### src/rtl/vga_xfer_pkg.sv
// rtl/vga_xfer_pkg.sv - shared types, constants and helpers for the frame transfer path
package vga_xfer_pkg;

    localparam logic [2:0] S_IDLE = 3'd0;
    localparam logic [2:0] S_READ = 3'd1;
    localparam logic [2:0] S_LOAD = 3'd2;
    localparam logic [2:0] S_EMIT = 3'd3;
    localparam logic [2:0] S_DONE = 3'd4;

    typedef enum logic [2:0] {
        ST_IDLE = S_IDLE,
        ST_READ = S_READ,
        ST_LOAD = S_LOAD,
        ST_EMIT = S_EMIT,
        ST_DONE = S_DONE
    } xfer_state_e;

    localparam logic LANE_LSB_FIRST = 1'b0;
    localparam logic LANE_MSB_FIRST = 1'b1;

    function automatic int calc_ppw(input int word_w, input int pixel_w);
        return word_w / pixel_w;
    endfunction

    // Index width that stays at least one bit for single-entry counters.
    function automatic int idx_width(input int n);
        return (n > 1) ? $clog2(n) : 1;
    endfunction

endpackage

### src/rtl/pixel_unpacker.sv
// rtl/pixel_unpacker.sv - combinational lane mux selecting one pixel out of a packed word
module pixel_unpacker
    import vga_xfer_pkg::*;
#(
    parameter int WORD_W  = 32,
    parameter int PIXEL_W = 8,
    parameter int PPW     = calc_ppw(WORD_W, PIXEL_W),
    parameter int LANE_W  = idx_width(PPW)
) (
    input  logic [WORD_W-1:0]  word_i,
    input  logic [LANE_W-1:0]  lane_i,
    input  logic               lane_order_i,
    output logic [PIXEL_W-1:0] pixel_o
);

    logic [LANE_W-1:0] sel;

    always_comb begin
        sel     = lane_i;
        pixel_o = '0;
        if (lane_order_i == LANE_MSB_FIRST) begin
            sel = LANE_W'(PPW - 1) - lane_i;
        end
        for (int i = 0; i < PPW; i++) begin
            if (sel == LANE_W'(i)) begin
                pixel_o = word_i[i*PIXEL_W +: PIXEL_W];
            end
        end
    end

endmodule

### src/rtl/vga_frame_transfer.sv
// rtl/vga_frame_transfer.sv - frame copy from data memory into the VGA framebuffer
module vga_frame_transfer
    import vga_xfer_pkg::*;
#(
    parameter int WORD_W      = 32,
    parameter int PIXEL_W     = 8,
    parameter int ADDR_W      = 17,
    parameter int FB_ADDR_W   = 17,
    parameter int FRAME_WORDS = 19200
) (
    input  logic                 clock_i,
    input  logic                 reset_i,
    input  logic                 start_i,
    input  logic                 abort_i,
    input  logic [ADDR_W-1:0]    src_base_i,
    input  logic                 lane_order_i,
    output logic                 src_rd_o,
    output logic [ADDR_W-1:0]    src_addr_o,
    input  logic [WORD_W-1:0]    src_rdata_i,
    input  logic                 fb_stall_i,
    output logic                 fb_we_o,
    output logic [FB_ADDR_W-1:0] fb_addr_o,
    output logic [PIXEL_W-1:0]   fb_data_o,
    output logic                 busy_o,
    output logic                 done_o
);

    localparam int PPW    = calc_ppw(WORD_W, PIXEL_W);
    localparam int LANE_W = idx_width(PPW);
    localparam int CNT_W  = idx_width(FRAME_WORDS);

    if ((WORD_W % PIXEL_W) != 0) begin : g_bad_pixel_w
        $error("PIXEL_W must divide WORD_W");
    end
    if ((longint'(FRAME_WORDS) * longint'(PPW)) > (64'd1 << FB_ADDR_W)) begin : g_bad_frame
        $error("frame does not fit in the framebuffer address space");
    end

    xfer_state_e         state_q, state_d;
    logic [ADDR_W-1:0]    base_q, base_d;
    logic                 order_q, order_d;
    logic [CNT_W-1:0]     word_cnt_q, word_cnt_d;
    logic [LANE_W-1:0]    lane_q, lane_d;
    logic [FB_ADDR_W-1:0] pix_addr_q, pix_addr_d;
    logic [WORD_W-1:0]    word_reg_q, word_reg_d;

    logic lane_last;
    logic word_last;

    assign lane_last = (lane_q == LANE_W'(PPW - 1));
    assign word_last = (word_cnt_q == CNT_W'(FRAME_WORDS - 1));

    always_comb begin
        state_d    = state_q;
        base_d     = base_q;
        order_d    = order_q;
        word_cnt_d = word_cnt_q;
        lane_d     = lane_q;
        pix_addr_d = pix_addr_q;
        word_reg_d = word_reg_q;

        case (state_q)
            ST_IDLE: begin
                if (start_i) begin
                    base_d     = src_base_i;
                    order_d    = lane_order_i;
                    word_cnt_d = '0;
                    lane_d     = '0;
                    pix_addr_d = '0;
                    state_d    = ST_READ;
                end
            end
            ST_READ: state_d = ST_LOAD;
            ST_LOAD: begin
                word_reg_d = src_rdata_i;
                state_d    = ST_EMIT;
            end
            ST_EMIT: begin
                if (!fb_stall_i) begin
                    pix_addr_d = pix_addr_q + FB_ADDR_W'(1);
                    if (lane_last) begin
                        lane_d = '0;
                        if (word_last) begin
                            state_d = ST_DONE;
                        end else begin
                            word_cnt_d = word_cnt_q + CNT_W'(1);
                            state_d    = ST_READ;
                        end
                    end else begin
                        lane_d = lane_q + LANE_W'(1);
                    end
                end
            end
            ST_DONE: state_d = ST_IDLE;
            default: state_d = ST_IDLE;
        endcase

        // Abort overrides every other transition but cannot cancel a start from IDLE.
        if (abort_i && (state_q != ST_IDLE)) begin
            state_d = ST_IDLE;
        end
    end

    always_ff @(posedge clock_i or posedge reset_i) begin
        if (reset_i) begin
            state_q    <= ST_IDLE;
            base_q     <= '0;
            order_q    <= 1'b0;
            word_cnt_q <= '0;
            lane_q     <= '0;
            pix_addr_q <= '0;
            word_reg_q <= '0;
        end else begin
            state_q    <= state_d;
            base_q     <= base_d;
            order_q    <= order_d;
            word_cnt_q <= word_cnt_d;
            lane_q     <= lane_d;
            pix_addr_q <= pix_addr_d;
            word_reg_q <= word_reg_d;
        end
    end

    pixel_unpacker #(
        .WORD_W  (WORD_W),
        .PIXEL_W (PIXEL_W),
        .PPW     (PPW),
        .LANE_W  (LANE_W)
    ) u_unpacker (
        .word_i       (word_reg_q),
        .lane_i       (lane_q),
        .lane_order_i (order_q),
        .pixel_o      (fb_data_o)
    );

    // Address wraps modulo 2^ADDR_W by plain truncation.
    assign src_rd_o   = (state_q == ST_READ);
    assign src_addr_o = base_q + ADDR_W'(word_cnt_q);
    assign fb_we_o    = (state_q == ST_EMIT) && !fb_stall_i;
    assign fb_addr_o  = pix_addr_q;
    assign busy_o     = (state_q != ST_IDLE);
    assign done_o     = (state_q == ST_DONE);

endmodule

### config.mk
export PLATFORM = sky130hd
export DESIGN_NAME = vga_frame_transfer
export DESIGN_NICKNAME = d
export VERILOG_FILES = /design/src/rtl/vga_xfer_pkg.sv /design/src/rtl/pixel_unpacker.sv /design/src/rtl/vga_frame_transfer.sv
export SDC_FILE = /design/constraint.sdc
export NUM_CORES = 1
export LEC_CHECK = 0
export BUFFER_PORTS_ARGS = -buffer_cell sky130_fd_sc_hd__buf_2
export CAP_MARGIN = 15
export CORE_ASPECT_RATIO = 2
export CORE_MARGIN = 2
export CORE_UTILIZATION = 55
export CTS_CLUSTER_DIAMETER = 100
export DETAILED_ROUTE_END_ITERATION = 10
export PLACE_DENSITY_LB_ADDON = 0.12
export SYNTH_ARGS = -nofsm -noshare
export SYNTH_HDL_FRONTEND = slang
export SYNTH_HIERARCHICAL = 1
export SYNTH_SLANG_ARGS = --single-unit
export TNS_END_PERCENT = 10
### constraint.sdc
create_clock -name clock_i -period 4.2 [get_ports clock_i]
set_input_delay 1.05 -clock clock_i [delete_from_list [all_inputs] [get_ports clock_i]]
set_output_delay 1.05 -clock clock_i [all_outputs]
set_load 0.05 [all_outputs]
==> flow_metrics.tcl <==
set metrics [dict create \
    status "completed" \
    gp_congestion 0.858 \
    power.density_nw_per_um2 567 \
    netlist_instances 437 \
    cp-end-kind "primary output" \
    async_reset_ff_share_pct 100 \
    boundaryPins 101 \
    synth_top_flop_cell "dfrtp_1" \
    root_buffer "clkbuf_16" \
    drt_iter0_drc 220 \
    layout_common_cells "buf_2 (98), dfrtp_1 (87), mux2_2 (50), nor2_1 (32), nand2_1 (32)" \
    insertion_delay_ns 0.33 \
    grt_max_degree 37 \
    hpwl_um 8020 \
    slew_headroom_pct 54.0 \
    cp-start-kind "flip-flop" \
    slew_violations 0 \
    syn_area_um2 4850 \
    grt_pass1_vias 3898 \
    power_w 0.00328 \
    clk_pin_slew_worst_paths_ns 0.06 \
    worst_pin_slew_ns 0.687 \
    synth_seq_cells 87 \
    grt.total_usage_pct 23.0 \
    dpl.cell_count 625 \
    coreArea_um2 8590 \
    whs_ns 0.500 \
    diodes 0 \
    drt_pass1_iterations 4 \
    setup_viol 0 \
    final_cell_area_um2 5790 \
    fillCellCount 677 \
    power.leakage_nw 2.72 \
    fp-row-count 48 \
    die_w_um 70.4 \
    drive_gt1_share_pct 34.9 \
    overflow 0 \
    antenna_found_initial 0 \
    layout.area.seq_um2 2180 \
    cp_max_fo 6 \
    wl_um 10600 \
    layout_min_cycle_time_ns 4.02 \
    maxCapViolCount 0 \
    die_y_um 137 \
    cts_max_path_buffers 2 \
    min_path_type "flip-flop to flip-flop" \
    multi_input_area_um2 2570 \
    numCtsBuffers 9 \
    tns_ns 0 \
    synth_edf_count 0 \
    yosys_warnings 6 \
    fmax_mhz 249 \
    dpl_cell_area_um2 5440 \
    arrival_ns 2.97 \
    synthToLayoutAreaGrowth_pct 19.5 \
    final_common_cell "buf_2" \
    vias 3751 \
    worstPathRequired_ns 3.15 \
    instances_no_fill 641 \
    viasPerCell 5.85 \
    path_class "flip-flop to primary output" \
    io_buffers 100 \
    layout.nets 611 \
    avgRoutedWirePerCell_um 16.6 \
    synth_cell_types 56 \
    grt_first_pass_wirelength_um 17700 \
    fin_worst_skew_ns 0.00541 \
    die_area_um2 9630 \
    ant_nets 0 \
    fin_crit_sh_pct 95.8 \
    cts_tree "built" \
    seq_area_frac_synth_pct 44.9 \
    clock_sinks 87 \
    initial_utilization_pct 56.5 \
    ir_drop_mv 0.320 \
    hold_viol 0 \
    syn_area_per_cell_um2 11.1 \
    drc 0 \
    syn_nets 511 \
    h-tree-depth 3 \
]
-- per-layer routing --
metal	vias up	part of all wire [%]	global-route usage, %
li1	1799	-	-
met1	1838	37	24.7
met2	99	57	43.6
met3	15	4.3	3.61
met4	0	2.1	9.72
met5	-	0	0
-- where the power goes --
group	switching (W)	total, W	internal [W]
Combinational	0.000808	0.00128	0.000468
Clock	0.000312	0.000844	0.000532
Sequential	0.000126	0.00116	0.00104
-- final timing paths --
path                                      startpoint                    endpoint  slack [ns]  cells past startpoint
setup / recovery           word_cnt_q[0]$_DFFE_PP0P_              src_addr_o[14]        0.18                      9
hold / removal             word_reg_q[2]$_DFFE_PP0P_   word_reg_q[2]$_DFFE_PP0P_        0.50                      1
setup reg to reg           word_cnt_q[1]$_DFFE_PP0P_   word_cnt_q[9]$_DFFE_PP0P_        1.75                      7
hold reg to reg            word_reg_q[2]$_DFFE_PP0P_   word_reg_q[2]$_DFFE_PP0P_        0.50                      1
max in group asynchronous                    reset_i  word_reg_q[22]$_DFFE_PP0P_        2.60                      3
min in group asynchronous                    reset_i   fb_addr_o[14]$_DFFE_PP0P_        0.76                      2
-- critical path, stage by stage, from the launching register on --
cell and delay, ns:
dfrtp_1 0.43, ha_1 0.24, fa_1 0.40, a21o_1 0.23, a221oi_4 0.28, o21ai_2 0.19, a21o_1 0.23, o31ai_1 0.24
xnor2_1 0.15, clkbuf_4 0.25
-- state kept, by name (all words and copies together) (netlist names) --
signal	count
word_reg_q	32
fb_addr_o	17
state_q	3
base_q	17
lane_q	2
word_cnt_q	15
order_q	1
-- cells in the mapped netlist, types with 5 or more instances --
cell / instances / area (µm²)
ha_1: 18 / 225
xnor2_1: 14 / 123
clkbuf_1: 9 / 33.8
dfrtp_1: 87 / 2180
o21ai_0: 26 / 130
inv_1: 10 / 37.5
o31ai_1: 8 / 60.1
mux4_1: 8 / 210
nand3_1: 16 / 80.1
nand4_1: 6 / 37.5
a21oi_1: 21 / 105
xor2_1: 11 / 96.3
mux2_2: 50 / 563
o21ai_1: 6 / 30.0
nor2_1: 32 / 120
nand2_1: 32 / 120
nor2b_1: 7 / 43.8
a31oi_1: 5 / 31.3
buf_2: 5 / 25.0
and3_1: 5 / 31.3
-- cells by family after synthesis --
| family | synth area share (%) |
|---|---|
| AOI/OAI and AO/OA | 13.1 |
| xor gates and xnor gates | 5.42 |
| adders and majority gates | 5.06 |
| buffers and inverters | 2.68 |
| DFF | 44.9 |
| muxes | 15.9 |
| and+or+nand+nor | 12.9 |
-- metrics by stage --
step                      setup WS, ns  utilization (%)
final                            0.177             67.5
after global placement           0.419             63.4
after detailed placement         0.401             63.4
after floorplan                  0.461                -
after global routing          -0.00199             67.5
after CTS                      0.00736             67.0
-- cell type report --
class | count | share of cell area, %
multi-input combinational | 321 | 44.4
sequential | 87 | 37.6
timing repair buffer | 108 | 9.76
clock buffer | 11 | 4.19
tap | 100 | 2.16
clock inverter | 4 | 1.21
inverter | 10 | 0.670
-- what timing repair did --
item / in CTS / in global routing
buffers inserted: 0 / 1
endpoints found under the hold margin: 0 / 0
endpoints found under the setup margin: 0 / 4
hold buffers: 0 / 0
gates resized for setup: 0 / 5
Power figures use the tool's default switching activity.
